===== src/rtl/alarm_out_pkg.sv =====
// Shared types and default timing for the alarm output drivers.
// Holds the pulse stretcher state encoding and default ON/OFF times.
package alarm_out_pkg;

  typedef enum logic [1:0] {
    IDLE,
    ON,
    OFF
  } pstr_state_t;

  localparam int PSTR_ON_DEF  = 1_000_000;
  localparam int PSTR_OFF_DEF = 500_000;
  localparam int PSTR_CW_DEF  = 20;

endpackage


===== src/rtl/pulse_stretcher_if.sv =====
// Event-in / drive-out bundle of the pulse stretcher.
// trigger: request strobe; pulse, busy, pending: stretcher status.
interface pulse_stretcher_if;

  logic trigger;
  logic pulse;
  logic busy;
  logic pending;

  modport master (
    output trigger,
    input  pulse,
    input  busy,
    input  pending
  );

  modport slave (
    input  trigger,
    output pulse,
    output busy,
    output pending
  );

endinterface


===== src/rtl/cycle_timer.sv =====
// Reloadable up-counter that flags the last cycle of an interval.
// Ports: clock, reset (async high), clear, limit (terminal count), done.
module cycle_timer #(
  parameter int CW = 20
) (
  input  logic          clock,
  input  logic          reset,
  input  logic          clear,
  input  logic [CW-1:0] limit,
  output logic          done
);

  logic [CW-1:0] count_q;

  // Saturates at limit so it can never wrap.
  always_ff @(posedge clock or posedge reset) begin
    if (reset) begin
      count_q <= '0;
    end else if (clear) begin
      count_q <= '0;
    end else if (count_q != limit) begin
      count_q <= count_q + CW'(1);
    end
  end

  assign done = (count_q == limit);

endmodule


===== src/rtl/pulse_stretcher.sv =====
// Stretches event strobes into min-width pulses with a min holdoff.
// Ports: clock, reset (async high), io.slave (trigger/pulse/busy/pending).
// Build option: define RETRIGGER_EN so triggers in ON extend the pulse.
module pulse_stretcher
  import alarm_out_pkg::*;
#(
  parameter int ON_CYCLES  = PSTR_ON_DEF,
  parameter int OFF_CYCLES = PSTR_OFF_DEF,
  parameter int CW         = PSTR_CW_DEF
) (
  input  logic                 clock,
  input  logic                 reset,
  pulse_stretcher_if.slave     io
);

  localparam logic [CW-1:0] ON_LIM  = CW'(ON_CYCLES - 1);
  localparam logic [CW-1:0] OFF_LIM = CW'(OFF_CYCLES - 1);

  pstr_state_t   state_q, state_d;
  logic          pend_q, pend_d;
  logic          clr;
  logic          done;
  logic [CW-1:0] limit;

  cycle_timer #(
    .CW(CW)
  ) u_timer (
    .clock (clock),
    .reset (reset),
    .clear (clr),
    .limit (limit),
    .done  (done)
  );

  always_ff @(posedge clock or posedge reset) begin
    if (reset) begin
      state_q <= IDLE;
      pend_q  <= 1'b0;
    end else begin
      state_q <= state_d;
      pend_q  <= pend_d;
    end
  end

  always_comb begin
    limit = '0;
    unique case (1'b1)
      (state_q == ON):  limit = ON_LIM;
      (state_q == OFF): limit = OFF_LIM;
      default: ;
    endcase
  end

  // clr is raised on every state entry; IDLE keeps the timer parked at 0.
  always_comb begin
    state_d = state_q;
    pend_d  = pend_q;
    clr     = 1'b0;
    unique case (state_q)
      IDLE: begin
        clr = 1'b1;
        if (io.trigger) state_d = ON;
      end
      ON: begin
        if (done) begin
          state_d = OFF;
          clr     = 1'b1;
        end
`ifdef RETRIGGER_EN
        if (io.trigger) begin
          state_d = ON;
          clr     = 1'b1;
        end
`else
        if (io.trigger) pend_d = 1'b1;
`endif
      end
      OFF: begin
        if (done) begin
          clr = 1'b1;
          if (pend_q || io.trigger) begin
            state_d = ON;
            pend_d  = 1'b0;
          end else begin
            state_d = IDLE;
          end
        end else if (io.trigger) begin
          pend_d = 1'b1;
        end
      end
      default: begin
        state_d = IDLE;
        clr     = 1'b1;
      end
    endcase
  end

  assign io.pulse   = (state_q == ON);
  assign io.busy    = (state_q != IDLE);
  assign io.pending = pend_q;

endmodule


===== src/flat_wrapper.sv =====
// flat-port wrapper written by rule: the top's interface ports become plain ports
module pulse_stretcher_flat import alarm_out_pkg::*;
#(
  parameter int ON_CYCLES  = PSTR_ON_DEF,
  parameter int OFF_CYCLES = PSTR_OFF_DEF,
  parameter int CW         = PSTR_CW_DEF
)
  (clock, reset, io_trigger, io_pulse, io_busy, io_pending);
  pulse_stretcher_if io_i ();
  input  logic clock;
  input  logic reset;
  input wire logic [$bits(io_i.trigger)-1:0] io_trigger;
  output wire logic [$bits(io_i.pulse)-1:0] io_pulse;
  output wire logic [$bits(io_i.busy)-1:0] io_busy;
  output wire logic [$bits(io_i.pending)-1:0] io_pending;
  assign io_i.trigger = io_trigger;
  assign io_pulse = io_i.pulse;
  assign io_busy = io_i.busy;
  assign io_pending = io_i.pending;
  pulse_stretcher #(.ON_CYCLES(ON_CYCLES), .OFF_CYCLES(OFF_CYCLES), .CW(CW)) u_core (.clock(clock), .reset(reset), .io(io_i));
endmodule

===== config.mk =====
export PLATFORM = sky130hd
export DESIGN_NAME = pulse_stretcher_flat
export DESIGN_NICKNAME = d
export VERILOG_FILES = /design/src/rtl/alarm_out_pkg.sv /design/src/rtl/pulse_stretcher_if.sv /design/src/rtl/cycle_timer.sv /design/src/rtl/pulse_stretcher.sv /design/src/flat_wrapper.sv
export SDC_FILE = /design/constraint.sdc
export NUM_CORES = 1
export LEC_CHECK = 0
export CAP_MARGIN = 5
export CORE_MARGIN = 4
export CORE_UTILIZATION = 58
export DETAILED_ROUTE_END_ITERATION = 12
export GPL_TIMING_DRIVEN = 0
export MAX_ROUTING_LAYER = met4
export PLACE_DENSITY = 0.77
export RECOVER_POWER = 100
export SLEW_MARGIN = 10
export SYNTH_ARGS = -nofsm -noshare
export SYNTH_HDL_FRONTEND = slang
export SYNTH_SLANG_ARGS = --single-unit

===== constraint.sdc =====
create_clock -name clock -period 2.8 [get_ports clock]
set_clock_uncertainty 0.15 [all_clocks]
set_input_delay 0.56 -clock clock [delete_from_list [all_inputs] [get_ports clock]]
set_output_delay 0.56 -clock clock [all_outputs]
set_load 0.02 [all_outputs]

==> qor.csv <==
stage,metric,value,unit
status,status,"complete, no violations",
global_route,initial antenna violation count,0,
logic_synthesis,Synth area leaders,"dfrtp_1, xnor2_1, nor2_1",
routing,Vias/cell,5.595,
setup_path,Reg2Reg Setup Slack,330,ps
sta,f_max,0.3869,GHz
setup_path,worst setup path endpoint,io_pulse,
routing,first-pass detailed-route iteration total,4,
setup_path,CP Launch Point,u_core.state_q[1]$_DFFE_PP0P_,
logic_synthesis,Post-synth top cells,"nor2_1, dfrtp_1, xnor2_1, nand2_1",
logic_synthesis,syn_nets,156,
sta,Final Hold Viols,0,
logic_synthesis,number of synthesized register bits,23,
setup_path,"Slowest-stage cell, CP",dlygate4sd3_1,
place,gpl congestion,0.8476,
sta,final setup vio count,0,
logic_synthesis,Synth Area in Compound Gates,8.883,%
clock_network,Resized Gates After CTS,0,
die,Vert. Die Dim,56.54,um
sta,Final Critical Period,2585,ps
run,Max Cap Viol,0,
setup_path,critical path class,register to output pin,
setup_path,Worst setup EP type,output pin,
setup_path,reg2reg end,u_core.state_q[0]$_DFFE_PP0P_,
clock_network,clk sinks,23,
setup_path,Startpoint Class,register,
logic_synthesis,synthesized area,0.001366,mm2
setup_path,critical path peak fanout,8,
clock_network,CTS Buf Count,3,
global_route,largest net degree at the start of global routing,24,
finish,share of cells above drive strength 1,9.554,%
logic_synthesis,post-synthesis simple-gate area fraction,24.82,%
clock_network,"Reg clk slew, reported paths",120,ps
power,Worst VDD drop,314.7,uV
routing,DRC,0,
logic_synthesis,Synth area leader,dfrtp_1,
place,# port buffers,5,
logic_synthesis,Post-synth EDFFs,0,
die,Initial Utilization,61.18,%
die,core area,0.002233,mm2
die,Die Area,0.003196,mm2
logic_synthesis,Synth Area in Adders,4.579,%
logic_synthesis,top cell type's share of synthesized area,42.12,%
setup_path,R2R cell count,7,
logic_synthesis,sequential-to-total area share from yosys stat,42.12,%
global_route,global-route wire length before repair,4.692,mm
sta,Slew HR,41.33,%
clock_network,CTS H-tree lvls,1,
setup_path,Worst path max stage delay,720,ps
sta,Max Slew Vio Count,0,
clock_network,CTS Buffer Depth,2,
routing,total wire length,2.558,mm
finish,nets@finish,166,
place,Inst Count DP,181,
logic_synthesis,"Async S/R FF share, synth",100.0,%
routing,vias,1035,
clock_network,clock latency on the worst-skew pair,300,ps
die,die span in x,56.54,um
routing,Antenna Nets Post-Route,0,
setup_path,WP data arrival,1870,ps
clock_network,Post-CTS Setup Bufs,0,
power,leakage,0.6242,nW
global_route,overall routing resource usage,18.49,%
logic_synthesis,Syn Area/Cell,9.232,um2
sta,"Period Utilization, post-route",92.31,%
logic_synthesis,main combinational cell family by area after synthesis,simple AND/OR/NAND/NOR gates,
finish,Antenna Cells,0,
setup_path,Worst Path Required,2090,ps
logic_synthesis,Syn Inst Count,148,
global_route,total gr overflow,0,
logic_synthesis,xor and xnor fraction of the mapped netlist area,12.18,%
die,Row Count,17,
global_route,vias in the first global route,1010,
logic_synthesis,distinct cell type count after synthesis,37,
clock_network,CTS tree,built,
logic_synthesis,"count leader, synth",nor2_1,
logic_synthesis,mux contribution to synthesized area,3.114,%
logic_synthesis,Synth Warn #,0,
sta,setup TNS after final layout,0,ps
setup_path,Reg-to-Reg Start,u_core.state_q[1]$_DFFE_PP0P_,
setup_path,cell-by-cell trace of the critical path,inv_1 > ha_1 > dlygate4sd3_1,
clock_network,Hold Buf Count CTS,0,
sta,RSZ-0062 raised after global routing,false,
clock_network,clk root buf,clkbuf_4,
die,I/O pin cnt,6,
place,Post-DP HPWL,1.906,mm
hold_path,hold crit path type,register to register,
routing,Iteration-0 DRC Markers,20,
routing,DR WL/cell,13.83,um
finish,area delta synth->final,8.150,%
logic_synthesis,ys flop type,dfrtp_1,
power,pwr dens,332.4,mW/mm2
sta,worst slew pin tran,879.0,ps
finish,Final Instance Count excl. Fillers,185,
worst min path at each step:
stage,start,endpoint,depth (start not counted),slack [ps]
after global routing,u_core.u_timer.count_q[0]$_DFFE_PP0P_,u_core.u_timer.count_q[0]$_DFFE_PP0P_,1,420
after CTS,u_core.u_timer.count_q[0]$_DFFE_PP0P_,u_core.u_timer.count_q[0]$_DFFE_PP0P_,1,390
after floorplan,u_core.u_timer.count_q[0]$_DFFE_PP0P_,u_core.u_timer.count_q[0]$_DFFE_PP0P_,1,330
after detailed placement,u_core.u_timer.count_q[0]$_DFFE_PP0P_,u_core.u_timer.count_q[0]$_DFFE_PP0P_,1,370
after global placement,u_core.u_timer.count_q[0]$_DFFE_PP0P_,u_core.u_timer.count_q[0]$_DFFE_PP0P_,1,360
final,u_core.u_timer.count_q[0]$_DFFE_PP0P_,u_core.u_timer.count_q[0]$_DFFE_PP0P_,1,390
flip-flops by register name (all words and copies together), names as in the netlist:
register,flops
u_core.u_timer.count_q,20
u_core.io.pending,1
u_core.state_q,2
logic make-up (layout without fill, tap and decap cells):
kind of cell / after synthesis / in the layout
adders and majority gates: 5 / 5
muxes: 4 / 4
buffers and inverters: 13 / 22
xor gates and xnor gates: 19 / 19
DFF: 23 / 23
AOI/OAI and AO/OA: 16 / 16
and+or+nand+nor: 68 / 68
power by group:
| group | internal (mW) | leakage (nW) | total (mW) | switching, mW |
|---|---|---|---|---|
| logic | 0.00257 | 0.313 | 0.00999 | 0.00742 |
| clock network | 0.0554 | 0.0150 | 0.149 | 0.0937 |
| registers | 0.332 | 0.297 | 0.332 | 0.0000000000000000455 |
| total | 0.390 | 0.624 | 0.491 | 0.101 |
placed cells by master (no fill, tap or decap), types with 5 or more instances in the layout:
master / Yosys / layout
dfrtp_1: 23 / 23
ha_1: 5 / 5
inv_1: 7 / 7
nand2_1: 9 / 9
nand3_1: 8 / 8
nor2_1: 24 / 24
nor3_1: 5 / 5
xnor2_1: 11 / 11
xor2_1: 8 / 8
through the flow:
step	utilization [%]	worst slack (ps)	instance area [um2]	hold WS (ps)	power (mW)
after floorplan	-	479.0	1366	332.0	0.3439
after global placement	64.99	397.2	1451	361.5	0.3491
after detailed placement	64.99	334.0	1451	368.8	0.3493
after CTS	66.16	254.5	1478	388.7	0.4975
after global routing	66.16	94.15	1478	417.1	0.5175
final	66.16	215.3	1478	394.9	0.4912
metal layers:
metal  part of all wire (%)  routed length [um]  vias to the layer above  global-route usage (%)
met1                     50                1273                      499                   25.14
met2                     47                1198                       13                   29.54
met4                   0.55                  14                        0                   4.068
met3                    2.8                  71                        2                   2.299
li1                       -                   -                      521                       -
met5                      0                   0                        -                       -
worst max-delay path: cells and delay by family, from the launching register on:
| kind | cells | cell delay [ps] |
|---|---|---|
| buf+inv | 2 | 810 |
| fa+ha+maj | 1 | 320 |
| flops | 1 | 440 |
cell type report:
type	count	area, um2
Fill cell	188	755.7
Multi-Input combinational cell	112	732.0
Sequential cell	23	575.6
Timing Repair Buffer	5	50.05
Tap cell	28	35.03
Buffer	6	32.53
Clock buffer	4	26.28
Inverter	7	26.28
No activity file was read; power rests on OpenSTA's default activity.
